**src/rtl/reg_file_pkg.sv**
```systemverilog
// Shared types for the register file: clear-engine state encoding.
// Latency: n/a (types only).
// Backpressure: n/a.
package reg_file_pkg;

    localparam int STATE_BITS = 2;

    typedef enum logic [STATE_BITS-1:0] {
        ST_IDLE  = 2'd0,
        ST_SWEEP = 2'd1,
        ST_DONE  = 2'd2
    } state_t;

endpackage

```
**src/rtl/reg_file_if.sv**
```systemverilog
// Bus bundle for the register file: write port, two read ports, clear control.
// Latency: n/a (wiring only); reads return one cycle after the address.
// Backpressure: none; writes issued while clr_busy is high are dropped.
// Ports: master drives we/waddr/wdata/raddr_a/raddr_b/clr_req, slave drives rdata_a/rdata_b/clr_busy/clr_done.
interface reg_file_if #(
    parameter int WIDTH     = 8,
    parameter int ADDR_BITS = 3
);
    logic                 we;
    logic [ADDR_BITS-1:0] waddr;
    logic [WIDTH-1:0]     wdata;
    logic [ADDR_BITS-1:0] raddr_a;
    logic [ADDR_BITS-1:0] raddr_b;
    logic [WIDTH-1:0]     rdata_a;
    logic [WIDTH-1:0]     rdata_b;
    logic                 clr_req;
    logic                 clr_busy;
    logic                 clr_done;

    modport master (
        output we, waddr, wdata, raddr_a, raddr_b, clr_req,
        input  rdata_a, rdata_b, clr_busy, clr_done
    );

    modport slave (
        input  we, waddr, wdata, raddr_a, raddr_b, clr_req,
        output rdata_a, rdata_b, clr_busy, clr_done
    );
endinterface

```
**src/rtl/reg_file_rdmux.sv**
```systemverilog
// DEPTH-to-1 binary-tree read mux, WIDTH bits per entry.
// Latency: combinational.
// Backpressure: none.
// Ports: din (DEPTH entries), sel (entry index), dout (selected entry).
module reg_file_rdmux #(
    parameter int WIDTH     = 8,
    parameter int ADDR_BITS = 3,
    parameter int DEPTH     = 1 << ADDR_BITS
) (
    input  logic [WIDTH-1:0]     din [DEPTH],
    input  logic [ADDR_BITS-1:0] sel,
    output logic [WIDTH-1:0]     dout
);
    // Heap-ordered tree: node 0 is the root, children of i are 2i+1 / 2i+2,
    // leaves occupy DEPTH-1 .. 2*DEPTH-2. The root resolves the sel MSB.
    logic [WIDTH-1:0] node [2*DEPTH-1];

    for (genvar k = 0; k < DEPTH; k++) begin : g_leaf
        assign node[DEPTH-1+k] = din[k];
    end

    for (genvar i = 0; i < DEPTH-1; i++) begin : g_node
        localparam int LVL = $clog2(i + 2) - 1;
        assign node[i] = sel[ADDR_BITS-1-LVL] ? node[2*i+2] : node[2*i+1];
    end

    assign dout = node[0];
endmodule

```
**src/rtl/reg_file.sv**
```systemverilog
// Register file: 2^ADDR_BITS x WIDTH, one write port, two registered read ports, sequenced clear.
// Latency: reads 1 cycle; clear takes DEPTH+1 cycles from acceptance back to idle.
// Backpressure: none; writes during a clear sweep are dropped, clr_req ignored unless idle.
// Ports: clk, rst (async active-low), bus (reg_file_if.slave).
// Optional: define REG_FILE_BYPASS_EN for same-edge write-to-read forwarding on each port.
module reg_file
    import reg_file_pkg::*;
#(
    parameter int WIDTH     = 8,
    parameter int ADDR_BITS = 3
) (
    input  logic        clk,
    input  logic        rst,
    reg_file_if.slave   bus
);
    localparam int DEPTH = 1 << ADDR_BITS;
    localparam logic [ADDR_BITS-1:0] LAST = {ADDR_BITS{1'b1}};

    logic [WIDTH-1:0]     mem [DEPTH];
    state_t               state;
    logic [ADDR_BITS-1:0] cnt;
    logic                 busy_q;
    logic                 done_q;
    logic [WIDTH-1:0]     rdata_a_q;
    logic [WIDTH-1:0]     rdata_b_q;
    logic [WIDTH-1:0]     mux_a;
    logic [WIDTH-1:0]     mux_b;
    logic [WIDTH-1:0]     next_a;
    logic [WIDTH-1:0]     next_b;
    logic                 wr_acc;

    // Writes are only blocked while the sweep owns the array; DONE accepts them.
    assign wr_acc = bus.we && (state != ST_SWEEP);

    reg_file_rdmux #(.WIDTH(WIDTH), .ADDR_BITS(ADDR_BITS), .DEPTH(DEPTH)) u_mux_a (
        .din  (mem),
        .sel  (bus.raddr_a),
        .dout (mux_a)
    );

    reg_file_rdmux #(.WIDTH(WIDTH), .ADDR_BITS(ADDR_BITS), .DEPTH(DEPTH)) u_mux_b (
        .din  (mem),
        .sel  (bus.raddr_b),
        .dout (mux_b)
    );

`ifdef REG_FILE_BYPASS_EN
    assign next_a = (wr_acc && (bus.waddr == bus.raddr_a)) ? bus.wdata : mux_a;
    assign next_b = (wr_acc && (bus.waddr == bus.raddr_b)) ? bus.wdata : mux_b;
`else
    assign next_a = mux_a;
    assign next_b = mux_b;
`endif

    // Array: sweep zeroing has priority over (and excludes) the write port.
    always_ff @(posedge clk or negedge rst) begin
        if (!rst) begin
            for (int i = 0; i < DEPTH; i++) begin
                mem[i] <= '0;
            end
        end else if (state == ST_SWEEP) begin
            mem[cnt] <= '0;
        end else if (wr_acc) begin
            mem[bus.waddr] <= bus.wdata;
        end
    end

    always_ff @(posedge clk or negedge rst) begin
        if (!rst) begin
            rdata_a_q <= '0;
            rdata_b_q <= '0;
        end else begin
            rdata_a_q <= next_a;
            rdata_b_q <= next_b;
        end
    end

    // Clear engine; busy/done are registered alongside the state.
    always_ff @(posedge clk or negedge rst) begin
        if (!rst) begin
            state  <= ST_IDLE;
            cnt    <= '0;
            busy_q <= 1'b0;
            done_q <= 1'b0;
        end else begin
            case (state)
                ST_IDLE: begin
                    if (bus.clr_req) begin
                        state  <= ST_SWEEP;
                        cnt    <= '0;
                        busy_q <= 1'b1;
                    end
                end
                ST_SWEEP: begin
                    // Terminal compare: the counter stops at the last entry.
                    if (cnt == LAST) begin
                        state  <= ST_DONE;
                        busy_q <= 1'b0;
                        done_q <= 1'b1;
                    end else begin
                        cnt <= cnt + ADDR_BITS'(1);
                    end
                end
                ST_DONE: begin
                    state  <= ST_IDLE;
                    done_q <= 1'b0;
                end
                default: begin
                    state  <= ST_IDLE;
                    busy_q <= 1'b0;
                    done_q <= 1'b0;
                end
            endcase
        end
    end

    assign bus.rdata_a  = rdata_a_q;
    assign bus.rdata_b  = rdata_b_q;
    assign bus.clr_busy = busy_q;
    assign bus.clr_done = done_q;
endmodule

```
**src/flat_wrapper.sv**
```systemverilog
// flat-port wrapper written by rule: the top's interface ports become plain ports
module reg_file_flat import reg_file_pkg::*;
#(
    parameter int WIDTH     = 8,
    parameter int ADDR_BITS = 3
)
  (clk, rst, bus_we, bus_waddr, bus_wdata, bus_raddr_a, bus_raddr_b, bus_clr_req, bus_rdata_a, bus_rdata_b, bus_clr_busy, bus_clr_done);
  reg_file_if #(.WIDTH(WIDTH), .ADDR_BITS(ADDR_BITS)) bus_i ();
  input  logic clk;
  input  logic rst;
  input wire logic [$bits(bus_i.we)-1:0] bus_we;
  input wire logic [$bits(bus_i.waddr)-1:0] bus_waddr;
  input wire logic [$bits(bus_i.wdata)-1:0] bus_wdata;
  input wire logic [$bits(bus_i.raddr_a)-1:0] bus_raddr_a;
  input wire logic [$bits(bus_i.raddr_b)-1:0] bus_raddr_b;
  input wire logic [$bits(bus_i.clr_req)-1:0] bus_clr_req;
  output wire logic [$bits(bus_i.rdata_a)-1:0] bus_rdata_a;
  output wire logic [$bits(bus_i.rdata_b)-1:0] bus_rdata_b;
  output wire logic [$bits(bus_i.clr_busy)-1:0] bus_clr_busy;
  output wire logic [$bits(bus_i.clr_done)-1:0] bus_clr_done;
  assign bus_i.we = bus_we;
  assign bus_i.waddr = bus_waddr;
  assign bus_i.wdata = bus_wdata;
  assign bus_i.raddr_a = bus_raddr_a;
  assign bus_i.raddr_b = bus_raddr_b;
  assign bus_i.clr_req = bus_clr_req;
  assign bus_rdata_a = bus_i.rdata_a;
  assign bus_rdata_b = bus_i.rdata_b;
  assign bus_clr_busy = bus_i.clr_busy;
  assign bus_clr_done = bus_i.clr_done;
  reg_file #(.WIDTH(WIDTH), .ADDR_BITS(ADDR_BITS)) u_core (.clk(clk), .rst(rst), .bus(bus_i));
endmodule
```
**config.mk**
```make
export PLATFORM = sky130hd
export DESIGN_NAME = reg_file_flat
export DESIGN_NICKNAME = d
export VERILOG_FILES = /design/src/rtl/reg_file_pkg.sv /design/src/rtl/reg_file_if.sv /design/src/rtl/reg_file_rdmux.sv /design/src/rtl/reg_file.sv /design/src/flat_wrapper.sv
export SDC_FILE = /design/constraint.sdc
export NUM_CORES = 1
export LEC_CHECK = 0
export ABC_AREA = 1
export CAP_MARGIN = 40
export CORE_MARGIN = 2
export CORE_UTILIZATION = 55
export CTS_CLUSTER_DIAMETER = 150
export DETAILED_ROUTE_END_ITERATION = 6
export PLACE_DENSITY = 0.75
export SLEW_MARGIN = 20
export SYNTH_ARGS = -nofsm -noshare
export SYNTH_HDL_FRONTEND = slang
export SYNTH_HIERARCHICAL = 1
export SYNTH_SLANG_ARGS = --single-unit
```
**constraint.sdc**
```tcl
create_clock -name clk -period 3.6 [get_ports clk]
set_input_delay 0.36 -clock clk [delete_from_list [all_inputs] [get_ports clk]]
set_output_delay 0.36 -clock clk [all_outputs]
set_load 0.005 [all_outputs]
```
==> impl_metrics.tcl <==
set metrics [dict create \
    status "completed" \
    gr-max-usage-layer "met2" \
    grt_pass1_vias 4680 \
    use_met1 0.4358 \
    path_class "reg2reg" \
    ant_nets 0 \
    cts_setup_buffers 0 \
    wl_um 15450 \
    maxCapViolCount 0 \
    hp-class "in2async" \
    nets 829 \
    first_pass_iters 5 \
    vias_per_cell 5.534 \
    use_met3 0.05085 \
    grt_overflow 0 \
    worstPathArrival_ns 2.39 \
    port_buffers 38 \
    synth_cells 790 \
    ys_top_cells_by_area "dfrtp_1, nand2_1, nand3_1" \
    crit_fanout 43 \
    finalMaxSlewViolations 0 \
    cts.path.max_buffers 2 \
    r2r_start "u_core/state[1]" \
    syn_area_sq_um 5406 \
    powerDensity_nw_per_um2 609.2 \
    antenna_found_initial 0 \
    ctsResizeCount 0 \
    cts_buffers 9 \
    max_freq_ghz 0.4710 \
    clock_latency_ns 0.38 \
    route.detailed.drc 0 \
    endpoint_kind "flop" \
    synth_seq_cells 87 \
    clk_pin_slew_ns 0.09 \
    grt_use_total 0.3056 \
    hold_violations 0 \
    power.leakage_nw 3.190 \
    pin_count 39 \
    layout-drive-gt1-share 0.07891 \
    tns_ns 0 \
    setup_viol_count_final 0 \
    root_buffer "clkbuf_8" \
    die_w_um 103.1 \
    syn_area_per_cell_sq_um 6.844 \
    place_ws_ns 1.362 \
    path_cells "inv_2 -> nand2_2 -> nor2_1 -> nand2_1 -> nand3_1 -> nand2_1" \
    fin_crit_ns 2.123 \
    tightest_slew_ns 0.8345 \
    synth_top_area_frac 0.4027 \
    period_share 0.5897 \
    worst-path-buf-inv 1 \
    synth_warnings 6 \
    antenna_cells 0 \
    cts_tree "done" \
    grt_use_met2 0.4575 \
    rows 36 \
    skew_ns 0.005554 \
    grt_pass1_wl_um 24160 \
    worstPathRequired_ns 3.87 \
    die_y_um 103.1 \
    core-area_sq_um 9639 \
    grt_max_degree 59 \
    syn_to_final_growth_pct 9.072 \
    dr.first_iter.drc_count 463 \
    crit_path_start "u_core/state[1]" \
    start_kind "flop" \
    ys_types 21 \
    fin_ws_ns 1.477 \
    start_util 0.5609 \
    hold_buffers 1 \
    slowest_delay_ns 0.50 \
    clock_sinks 87 \
    slew_headroom 0.4417 \
    gp_congestion 0.9968 \
    crit_family "simple AND/OR/NAND/NOR gates" \
    rsz0062_at_grt "no" \
    cpMostUsedCell "nand2_1" \
    crit_slowest_cell "nor2_1" \
    die-area_sq_um 10640 \
    wire_per_inst_um 16.37 \
    htreeDepth 3 \
    vias 5224 \
    syn_nets 813 \
    vdd_drop_max_uv 506.3 \
    yosysTopAreaCell "dfrtp_1" \
    synth-seq-area-share 0.4027 \
    hpwl_um 10690 \
    fillers 892 \
]
==> per-stage QoR <==
step	cell area [sq um]	cells	util	hold WS, ns	total power [mW]
2_1_floorplan	5406	790	-	0.06441	2.467
3_3_place_gp	5669	925	0.5881	0.4663	2.872
3_5_place_dp	5712	927	0.5925	0.2583	2.927
4_1_cts	5897	944	0.6118	0.4116	3.570
5_1_grt	5897	944	0.6118	0.4377	3.850
6_report	5897	944	0.6118	0.4029	3.592
==> logic make-up (layout without fill, tap and decap cells) <==
logic type	Yosys count	in the layout	share of synthesized area
simple gates	510	510	0.4265
buf+inv	189	210	0.1643
flops	87	87	0.4027
fa+ha+maj	2	2	0.004628
compound gates	2	2	0.001851
==> cell usage after synthesis <==
| cell type | count |
|---|---|
| clkbuf_1 | 3 |
| clkinv_4 | 1 |
| buf_2 | 12 |
| nand2_1 | 279 |
| nand3_2 | 4 |
| buf_6 | 10 |
| dfrtp_1 | 87 |
| nand4_1 | 32 |
| nor2_1 | 5 |
| clkinv_1 | 1 |
| nor2_4 | 3 |
| buf_8 | 2 |
| inv_1 | 137 |
| nor2_2 | 3 |
| ha_1 | 2 |
| inv_2 | 6 |
| nand2_2 | 21 |
| nand3_1 | 163 |
| buf_4 | 15 |
| inv_4 | 2 |
| o21ai_0 | 2 |
==> final cells by class <==
cell class / count / area (sq um) / area share
Clock buffer: 11 / 141.4 / 0.02398
Clock inverter: 5 / 33.78 / 0.005729
Inverter: 147 / 561.8 / 0.09527
Multi-Input combinational cell: 514 / 2341 / 0.3970
Sequential cell: 87 / 2177 / 0.3692
Tap cell: 133 / 166.4 / 0.02822
Timing Repair Buffer: 47 / 475.5 / 0.08063
==> flip-flops by register name, summed over array words and instances, names as in the netlist <==
signal               flops
u_core/bus.rdata_a       8
u_core/bus.rdata_b       8
u_core/mem              64
u_core/state             2
u_core/cnt               3
u_core/bus.clr_done      1
u_core/bus.clr_busy      1
==> placed cells by master, fill, tap and decap left out <==
| cell | instances |
|---|---|
| nor2_2 | 3 |
| o21ai_0 | 2 |
| clkinv_2 | 2 |
| nand3_1 | 163 |
| nor2_4 | 3 |
| nand2_2 | 21 |
| nor2_1 | 5 |
| clkdlybuf4s50_1 | 37 |
| buf_16 | 1 |
| ha_1 | 2 |
| clkinvlp_4 | 2 |
| dlygate4sd3_1 | 1 |
| nand2_1 | 279 |
| clkinv_4 | 2 |
| clkbuf_8 | 10 |
| dfrtp_1 | 87 |
| clkinv_1 | 1 |
| nand3_2 | 4 |
| inv_4 | 2 |
| inv_2 | 6 |
| buf_8 | 1 |
| nand4_1 | 32 |
| buf_4 | 7 |
| clkbuf_1 | 1 |
| inv_1 | 137 |
==> where the power goes <==
group	internal (mW)	switching, mW	leakage (nW)
registers	1.29	0.325	1.16
logic	0.495	0.836	1.95
clock network	0.269	0.374	0.0853
==> per-layer routing <==
metal | share of wire | wire [um] | vias up
li1 | - | - | 2462
met1 | 0.43 | 6588 | 2443
met2 | 0.45 | 6970 | 280
met3 | 0.091 | 1413 | 39
met4 | 0.031 | 480 | 0
met5 | 0 | 0 | -
==> worst paths after layout <==
check                                             end  slack, ns  cells after the start
worst max-delay path                   u_core/mem[30]       1.48                      6
worst min-delay path                   u_core/mem[17]       0.40                      2
worst max register to register         u_core/mem[30]       1.48                      6
worst min register to register    u_core/bus.clr_busy       0.49                      2
max in group asynchronous       u_core/bus.rdata_b[4]       2.63                      3
min in group clk                  u_core/bus.clr_busy       0.49                      2
No activity file was read; power rests on OpenSTA's default activity.
